### config.mk
export PLATFORM = sky130hd
export DESIGN_NAME = axibram_write_burst
export DESIGN_NICKNAME = d
export VERILOG_FILES = /design/src/rtl/axibram_pkg.sv /design/src/rtl/axibram_sfifo.sv /design/src/rtl/axibram_write_burst.sv
export SDC_FILE = /design/constraint.sdc
export NUM_CORES = 1
export LEC_CHECK = 0
export CAP_MARGIN = 20
export CORE_MARGIN = 1.5
export CORE_UTILIZATION = 47
export DETAILED_ROUTE_END_ITERATION = 12
export PLACE_DENSITY = 0.73
export RECOVER_POWER = 25
export SYNTH_ARGS = -nofsm -noshare
export SYNTH_HDL_FRONTEND = slang
export SYNTH_SLANG_ARGS = --single-unit
### constraint.sdc
create_clock -name aclk -period 11.3 [get_ports aclk]
set_clock_uncertainty 0.05 [all_clocks]
set_input_delay 1.13 -clock aclk [delete_from_list [all_inputs] [get_ports aclk]]
set_output_delay 1.13 -clock aclk [all_outputs]
set_load 0.05 [all_outputs]
### src/rtl/axibram_pkg.sv
// Shared constants and types for the AXI3 write-burst to BRAM bridge.
package axibram_pkg;

    localparam logic [1:0] BURST_FIXED = 2'b00;
    localparam logic [1:0] BURST_INCR  = 2'b01;
    localparam logic [1:0] BURST_WRAP  = 2'b10;

    localparam logic [1:0] RESP_OKAY   = 2'b00;
    localparam logic [1:0] RESP_SLVERR = 2'b10;

    typedef enum logic {IDLE, BURST} wr_state_t;

    // WRAP only wraps for power-of-two burst lengths; anything else behaves as INCR.
    function automatic logic wrap_len_ok(input logic [3:0] len);
        return (len == 4'd1) || (len == 4'd3) || (len == 4'd7) || (len == 4'd15);
    endfunction

endpackage

### src/rtl/axibram_sfifo.sv
// Synchronous-reset register FIFO with occupancy-based empty/full flags.
module axibram_sfifo #(
    parameter int unsigned WIDTH      = 8,
    parameter int unsigned LOG2_DEPTH = 2
) (
    input  logic             clk,
    input  logic             rst,
    input  logic             push,
    input  logic [WIDTH-1:0] wdata,
    input  logic             pop,
    output logic [WIDTH-1:0] rdata,
    output logic             nempty,
    output logic             full
);

    localparam int unsigned DEPTH = 1 << LOG2_DEPTH;
    localparam logic [LOG2_DEPTH:0] FULL_CNT = (LOG2_DEPTH + 1)'(DEPTH);

    logic [WIDTH-1:0]      mem_q [DEPTH];
    logic [LOG2_DEPTH-1:0] wr_ptr_q;
    logic [LOG2_DEPTH-1:0] rd_ptr_q;
    logic [LOG2_DEPTH:0]   count_q;
    logic                  do_push;
    logic                  do_pop;

    assign do_push = push & ~full;
    assign do_pop  = pop & nempty;

    always_ff @(posedge clk) begin
        if (rst) begin
            wr_ptr_q <= '0;
            rd_ptr_q <= '0;
            count_q  <= '0;
            for (int i = 0; i < DEPTH; i++) begin
                mem_q[i] <= '0;
            end
        end else begin
            if (do_push) begin
                mem_q[wr_ptr_q] <= wdata;
                wr_ptr_q        <= wr_ptr_q + 1'b1;
            end
            if (do_pop) begin
                rd_ptr_q <= rd_ptr_q + 1'b1;
            end
            unique case ({do_push, do_pop})
                2'b10:   count_q <= count_q + 1'b1;
                2'b01:   count_q <= count_q - 1'b1;
                default: count_q <= count_q;
            endcase
        end
    end

    assign rdata  = mem_q[rd_ptr_q];
    assign nempty = (count_q != '0);
    assign full   = (count_q == FULL_CNT);

endmodule

### src/rtl/axibram_write_burst.sv
// AXI3 write-channel slave to BRAM bridge: one B response per burst, FIXED/INCR/WRAP addressing.
// Optional wid/wlast checking is enabled by defining AXIBRAM_WRITE_ERRCHK_EN.
module axibram_write_burst
    import axibram_pkg::*;
#(
    parameter int unsigned ADDRESS_BITS = 10,
    parameter int unsigned DATA_WIDTH   = 32,
    parameter int unsigned ID_WIDTH     = 12,
    parameter int unsigned FIFO_LOG2    = 2
) (
    input  logic                      aclk,
    input  logic                      rst,
    input  logic [31:0]               awaddr,
    input  logic                      awvalid,
    output logic                      awready,
    input  logic [ID_WIDTH-1:0]       awid,
    input  logic [3:0]                awlen,
    input  logic [1:0]                awburst,
    input  logic [DATA_WIDTH-1:0]     wdata,
    input  logic                      wvalid,
    output logic                      wready,
    input  logic [ID_WIDTH-1:0]       wid,
    input  logic                      wlast,
    input  logic [DATA_WIDTH/8-1:0]   wstb,
    output logic                      bvalid,
    input  logic                      bready,
    output logic [ID_WIDTH-1:0]       bid,
    output logic [1:0]                bresp,
    output logic [ADDRESS_BITS-1:0]   pre_awaddr,
    output logic                      start_burst,
    input  logic                      dev_ready,
    output logic [ADDRESS_BITS-1:0]   bram_waddr,
    output logic                      bram_wen,
    output logic [DATA_WIDTH/8-1:0]   bram_wstb,
    output logic [DATA_WIDTH-1:0]     bram_wdata
);

    localparam int unsigned LSB   = $clog2(DATA_WIDTH / 8);
    localparam int unsigned STB_W = DATA_WIDTH / 8;
    localparam int unsigned AW_W  = ID_WIDTH + 4 + 2 + ADDRESS_BITS;
    localparam int unsigned B_W   = ID_WIDTH + 2;
`ifdef AXIBRAM_WRITE_ERRCHK_EN
    localparam int unsigned W_W   = ID_WIDTH + 1 + STB_W + DATA_WIDTH;
`else
    localparam int unsigned W_W   = STB_W + DATA_WIDTH;
`endif

    // AW FIFO
    logic [AW_W-1:0]         aw_wdata, aw_rdata;
    logic                    aw_push, aw_nempty, aw_full;
    logic [ID_WIDTH-1:0]     aw_id;
    logic [3:0]              aw_len;
    logic [1:0]              aw_burst;
    logic [ADDRESS_BITS-1:0] aw_addr;

    // W FIFO
    logic [W_W-1:0]          w_wdata, w_rdata;
    logic                    w_push, w_nempty, w_full;

    // B FIFO
    logic [B_W-1:0]          b_wdata, b_rdata;
    logic                    b_push, b_pop, b_full;

    wr_state_t               state_q, state_d;
    logic [ADDRESS_BITS-1:0] addr_q, addr_d;
    logic [3:0]              left_q, left_d;
    logic [3:0]              len_q, len_d;
    logic [1:0]              burst_q, burst_d;
    logic [ID_WIDTH-1:0]     id_q, id_d;
    logic                    err_q, err_d;
    logic                    dev_ready_r;
    logic                    beat_err;

    logic unused_awaddr;
    assign unused_awaddr = ^{awaddr[31:ADDRESS_BITS+LSB], awaddr[LSB-1:0]};

    assign awready  = ~aw_full & ~rst;
    assign aw_push  = awvalid & awready;
    assign aw_wdata = {awid, awlen, awburst, awaddr[ADDRESS_BITS+LSB-1:LSB]};
    assign {aw_id, aw_len, aw_burst, aw_addr} = aw_rdata;
    assign pre_awaddr = aw_addr;

    assign wready = ~w_full & ~rst;
    assign w_push = wvalid & wready;

`ifdef AXIBRAM_WRITE_ERRCHK_EN
    logic [ID_WIDTH-1:0] w_id;
    logic                w_last;
    assign w_wdata = {wid, wlast, wstb, wdata};
    assign {w_id, w_last, bram_wstb, bram_wdata} = w_rdata;
    assign beat_err = (w_id != id_q) | (w_last != (left_q == 4'd0));
`else
    logic unused_w;
    assign unused_w = ^{wid, wlast};
    assign w_wdata  = {wstb, wdata};
    assign {bram_wstb, bram_wdata} = w_rdata;
    assign beat_err = 1'b0;
`endif

    assign b_wdata = {id_q, (err_q | beat_err) ? RESP_SLVERR : RESP_OKAY};
    assign b_pop   = bvalid & bready;
    assign {bid, bresp} = b_rdata;

    assign bram_waddr = addr_q;

    function automatic logic [ADDRESS_BITS-1:0] next_addr(
        input logic [ADDRESS_BITS-1:0] a,
        input logic [3:0]              len,
        input logic [1:0]              burst
    );
        logic [ADDRESS_BITS-1:0] mask;
        logic [ADDRESS_BITS-1:0] inc;
        mask = {{(ADDRESS_BITS-4){1'b0}}, len};
        inc  = a + 1'b1;
        if (burst == BURST_FIXED) return a;
        if ((burst == BURST_WRAP) && wrap_len_ok(len)) return (a & ~mask) | (inc & mask);
        return inc;
    endfunction

    always_ff @(posedge aclk) begin
        if (rst) begin
            state_q     <= IDLE;
            addr_q      <= '0;
            left_q      <= '0;
            len_q       <= '0;
            burst_q     <= '0;
            id_q        <= '0;
            err_q       <= 1'b0;
            dev_ready_r <= 1'b0;
        end else begin
            state_q     <= state_d;
            addr_q      <= addr_d;
            left_q      <= left_d;
            len_q       <= len_d;
            burst_q     <= burst_d;
            id_q        <= id_d;
            err_q       <= err_d;
            dev_ready_r <= dev_ready;
        end
    end

    always_comb begin
        state_d     = state_q;
        addr_d      = addr_q;
        left_d      = left_q;
        len_d       = len_q;
        burst_d     = burst_q;
        id_d        = id_q;
        err_d       = err_q;
        start_burst = 1'b0;
        bram_wen    = 1'b0;
        b_push      = 1'b0;
        unique case (state_q)
            IDLE: start_burst = aw_nempty;
            BURST: begin
                bram_wen = w_nempty & dev_ready_r & ~b_full;
                if (bram_wen) begin
                    err_d = err_q | beat_err;
                    if (left_q == 4'd0) begin
                        b_push      = 1'b1;
                        state_d     = IDLE;
                        start_burst = aw_nempty;
                    end else begin
                        left_d = left_q - 4'd1;
                        addr_d = next_addr(addr_q, len_q, burst_q);
                    end
                end
            end
            default: state_d = IDLE;
        endcase
        if (rst) begin
            start_burst = 1'b0;
            bram_wen    = 1'b0;
            b_push      = 1'b0;
        end
        // A new burst load overrides the decrement of the finishing one.
        if (start_burst) begin
            state_d = BURST;
            addr_d  = aw_addr;
            left_d  = aw_len;
            len_d   = aw_len;
            burst_d = aw_burst;
            id_d    = aw_id;
            err_d   = 1'b0;
        end
    end

    axibram_sfifo #(.WIDTH(AW_W), .LOG2_DEPTH(FIFO_LOG2)) u_aw_fifo (
        .clk    (aclk),
        .rst    (rst),
        .push   (aw_push),
        .wdata  (aw_wdata),
        .pop    (start_burst),
        .rdata  (aw_rdata),
        .nempty (aw_nempty),
        .full   (aw_full)
    );

    axibram_sfifo #(.WIDTH(W_W), .LOG2_DEPTH(FIFO_LOG2)) u_w_fifo (
        .clk    (aclk),
        .rst    (rst),
        .push   (w_push),
        .wdata  (w_wdata),
        .pop    (bram_wen),
        .rdata  (w_rdata),
        .nempty (w_nempty),
        .full   (w_full)
    );

    axibram_sfifo #(.WIDTH(B_W), .LOG2_DEPTH(FIFO_LOG2)) u_b_fifo (
        .clk    (aclk),
        .rst    (rst),
        .push   (b_push),
        .wdata  (b_wdata),
        .pop    (b_pop),
        .rdata  (b_rdata),
        .nempty (bvalid),
        .full   (b_full)
    );

endmodule

==> flow_metrics.env <==
export IMPL_vias=9197
export IMPL_clock_path_buffers=3
export IMPL_register_area_um2=10400
export IMPL_fin_cells=1716
export IMPL_fill_cells=2697
export IMPL_finalCriticalPeriod_ps=6730
export IMPL_finalSetupViolCount=0
export IMPL_cts_inserted_buffers=40
export IMPL_grt_first_pass_wirelength_um=52100
export IMPL_period_share=0.596
export IMPL_multi_input_area_um2=5370
export IMPL_hold_violations=0
export IMPL_synth_edf_count=304
export IMPL_wirelength_um=33200
export IMPL_io_buffers=142
export IMPL_core_area_um2=33700
export IMPL_grt_pass1_vias=9503
export IMPL_grt_overflow=0
export IMPL_drc=0
export IMPL_ant_nets=0
export IMPL_drtIter0Drc=664
export IMPL_wl_per_cell_um=19.4
export IMPL_post_cts_setup_buffer_count=0
export IMPL_die_w_um=188
export IMPL_rsz0062_at_grt="no"
export IMPL_grtUsageTotal=0.188
export IMPL_floorplan_initialDensity=0.479
export IMPL_critical_path_class="input pin to register"
export IMPL_pin_count=180
export IMPL_violations="max-capacitance violations, max-slew violations"
export IMPL_async_reset_ff_frac=0
export IMPL_setup_tns_ps=0
export IMPL_worstPathRequired_ps=11450
export IMPL_rows=67
export IMPL_met1_usage=0.241
export IMPL_clock_fmax_ghz=0.149
export IMPL_die_area_um2=35500
export IMPL_ys_seq_elements=365
export IMPL_grtUsageMet3=0.0324
export IMPL_tightestPinTransition_ps=2850
export IMPL_worst_ep_arrival_time_ps=6880
export IMPL_dp_cells=1642
export IMPL_grt_most_used_layer="met2"
export IMPL_gp_congestion=0.747
export IMPL_finalNetCount=1351
export IMPL_critPathTopFamily="simple AND/OR/NAND/NOR gates"
export IMPL_grt_max_degree=59
export IMPL_antenna_found_initial=1
export IMPL_path_common_cell="clkbuf_1"
export IMPL_hold_buffers=0
export IMPL_syn2layout_area_growth_pct=19.0
export IMPL_cts_resized=0
export IMPL_cap_viol_max_count=6
export IMPL_hp_class="register to register"
export IMPL_post_dp_hpwl_um=19500
export IMPL_layout_drive_gt1_share=0.141
export IMPL_insertion_delay_ps=540
export IMPL_path_buf_inv=2
export IMPL_syn_area_um2=16100
export IMPL_maxSlewViolCount=194
export IMPL_path_clk_slew_ps=60
export IMPL_ys_seq_area_frac=0.641
export IMPL_use_met2=0.327
export IMPL_synthCells=1108
export IMPL_synth_flop_cell="edfxtp_1"
export IMPL_p_leak_nw=6.67
export IMPL_yosysWarningCount=0
export IMPL_ys_types=62
export IMPL_cts_tree="done"
export IMPL_first_pass_iters=4
export IMPL_htreeDepth=2
export IMPL_endpoint_kind="register"
export IMPL_relSlewSlack=-0.927
export IMPL_vias_per_cell=5.36
export IMPL_clock_root_buffer="clkbuf_16"
export IMPL_cts_sinks=365
export IMPL_path_max_fanout=58
export IMPL_ir_drop_mv=0.144
export IMPL_path_cells="clkbuf_1 -> clkbuf_1 -> nand2b_1 -> nor4b_1 -> nand2_2 -> nor3b_2 -> or2_2"
export IMPL_avgSynthCellArea_um2=14.6
export IMPL_startpoint_type="input pin"
export IMPL_p_per_area_nw_per_um2=191
export IMPL_cp_slowest_cell="nor4b_1"
export IMPL_status="finished with violations"
export IMPL_die_y_um=188
export IMPL_crit_path_max_incr_delay_ps=2200
## state kept, by name (all words and copies together), names as in the netlist, 3 cells and up, named ones only
name / cells
len_q: 4
u_w_fifo.mem_q: 144
bram_waddr: 7
left_q: 4
u_aw_fifo.mem_q: 112
u_aw_fifo.count_q: 3
u_w_fifo.count_q: 3
id_q: 12
u_b_fifo.count_q: 3
u_b_fifo.mem_q: 48
## placed cells by master (no fill, tap or decap), types with 16 or more instances in the layout
master and instances:
clkbuf_16 42, inv_1 22, edfxtp_1 304, dfxtp_1 58, clkbuf_1 16, clkdlybuf4s50_1 141
and2_0 83, nand2_1 50, nor2_1 34, and2_1 210, a21oi_1 35, mux4_2 76
## cell usage after synthesis (all sizes together) (13+ instances only)
library cell / number / share of area
a21oi: 36 / 0.011
and2: 293 / 0.11
and3: 13 / 0.0050
buf: 27 / 0.011
clkbuf: 46 / 0.011
dfxtp: 61 / 0.076
edfxtp: 304 / 0.57
inv: 23 / 0.0053
mux4: 76 / 0.11
nand2: 54 / 0.014
nor2: 36 / 0.0084
xor2: 13 / 0.0071
## path summary, 6_finish.rpt
check,cells past startpoint,slack (ps),from,end
worst max-delay path,7,4570,rst,u_b_fifo.mem_q[2][5]$_SDFFCE_PN0P_
worst max register to register,5,6400,u_b_fifo.count_q[0]$_SDFFE_PP0P_,u_b_fifo.mem_q[2][5]$_SDFFCE_PN0P_
worst min register to register,1,410,u_aw_fifo.rd_ptr_q[1]$_SDFFE_PP0P_,u_aw_fifo.rd_ptr_q[1]$_SDFFE_PP0P_
worst min-delay path,1,410,u_aw_fifo.rd_ptr_q[1]$_SDFFE_PP0P_,u_aw_fifo.rd_ptr_q[1]$_SDFFE_PP0P_
## layout make-up
class                   instances  share of cell area
clock inverters                15             0.00736
repair buffers                159              0.0795
well taps                     448              0.0292
diodes                          1            0.000130
inverters                      23             0.00449
multi-input cells             648               0.279
flip-flops and latches        365               0.539
clock buffers                  57              0.0608
## cells by family after synthesis
logic type / Yosys count / share of synthesized area
AND/OR/NAND/NOR: 454 / 0.167
flip-flops: 365 / 0.641
buffers and inverters: 96 / 0.0272
AO/OA/AOI/OAI: 80 / 0.0351
multiplexers: 80 / 0.108
XOR/XNOR: 23 / 0.0125
adder cells (fa/ha/maj): 9 / 0.00837
other: 1 / 0.000232
## report_power, final
group          internal, mW  leakage, nW  switching [mW]
Clock                 0.729        0.627           0.536
Sequential             1.57         3.64          0.0734
Combinational         0.290         2.40           0.466
## through the flow
step | worst slack (ps) | area, um^2 | hold slack, ps | utilization | power (mW)
3_5_place_dp | 6650 | 18000 | 399 | 0.533 | 2.44
5_1_grt | 4060 | 19200 | 440 | 0.570 | 3.82
2_1_floorplan | 6570 | 16200 | 377 | - | 2.22
3_3_place_gp | 6710 | 18000 | 378 | 0.533 | 2.43
4_1_cts | 6790 | 19300 | 412 | 0.572 | 3.71
6_report | 4570 | 19200 | 414 | 0.570 | 3.67
## metal layers
metal	routed length, um	vias to the layer above
li1	-	4282
met4	884	0
met2	16700	236
met3	1740	57
met1	13900	4622
met5	0	-
Note: power is estimated with default switching activity, not from simulation.
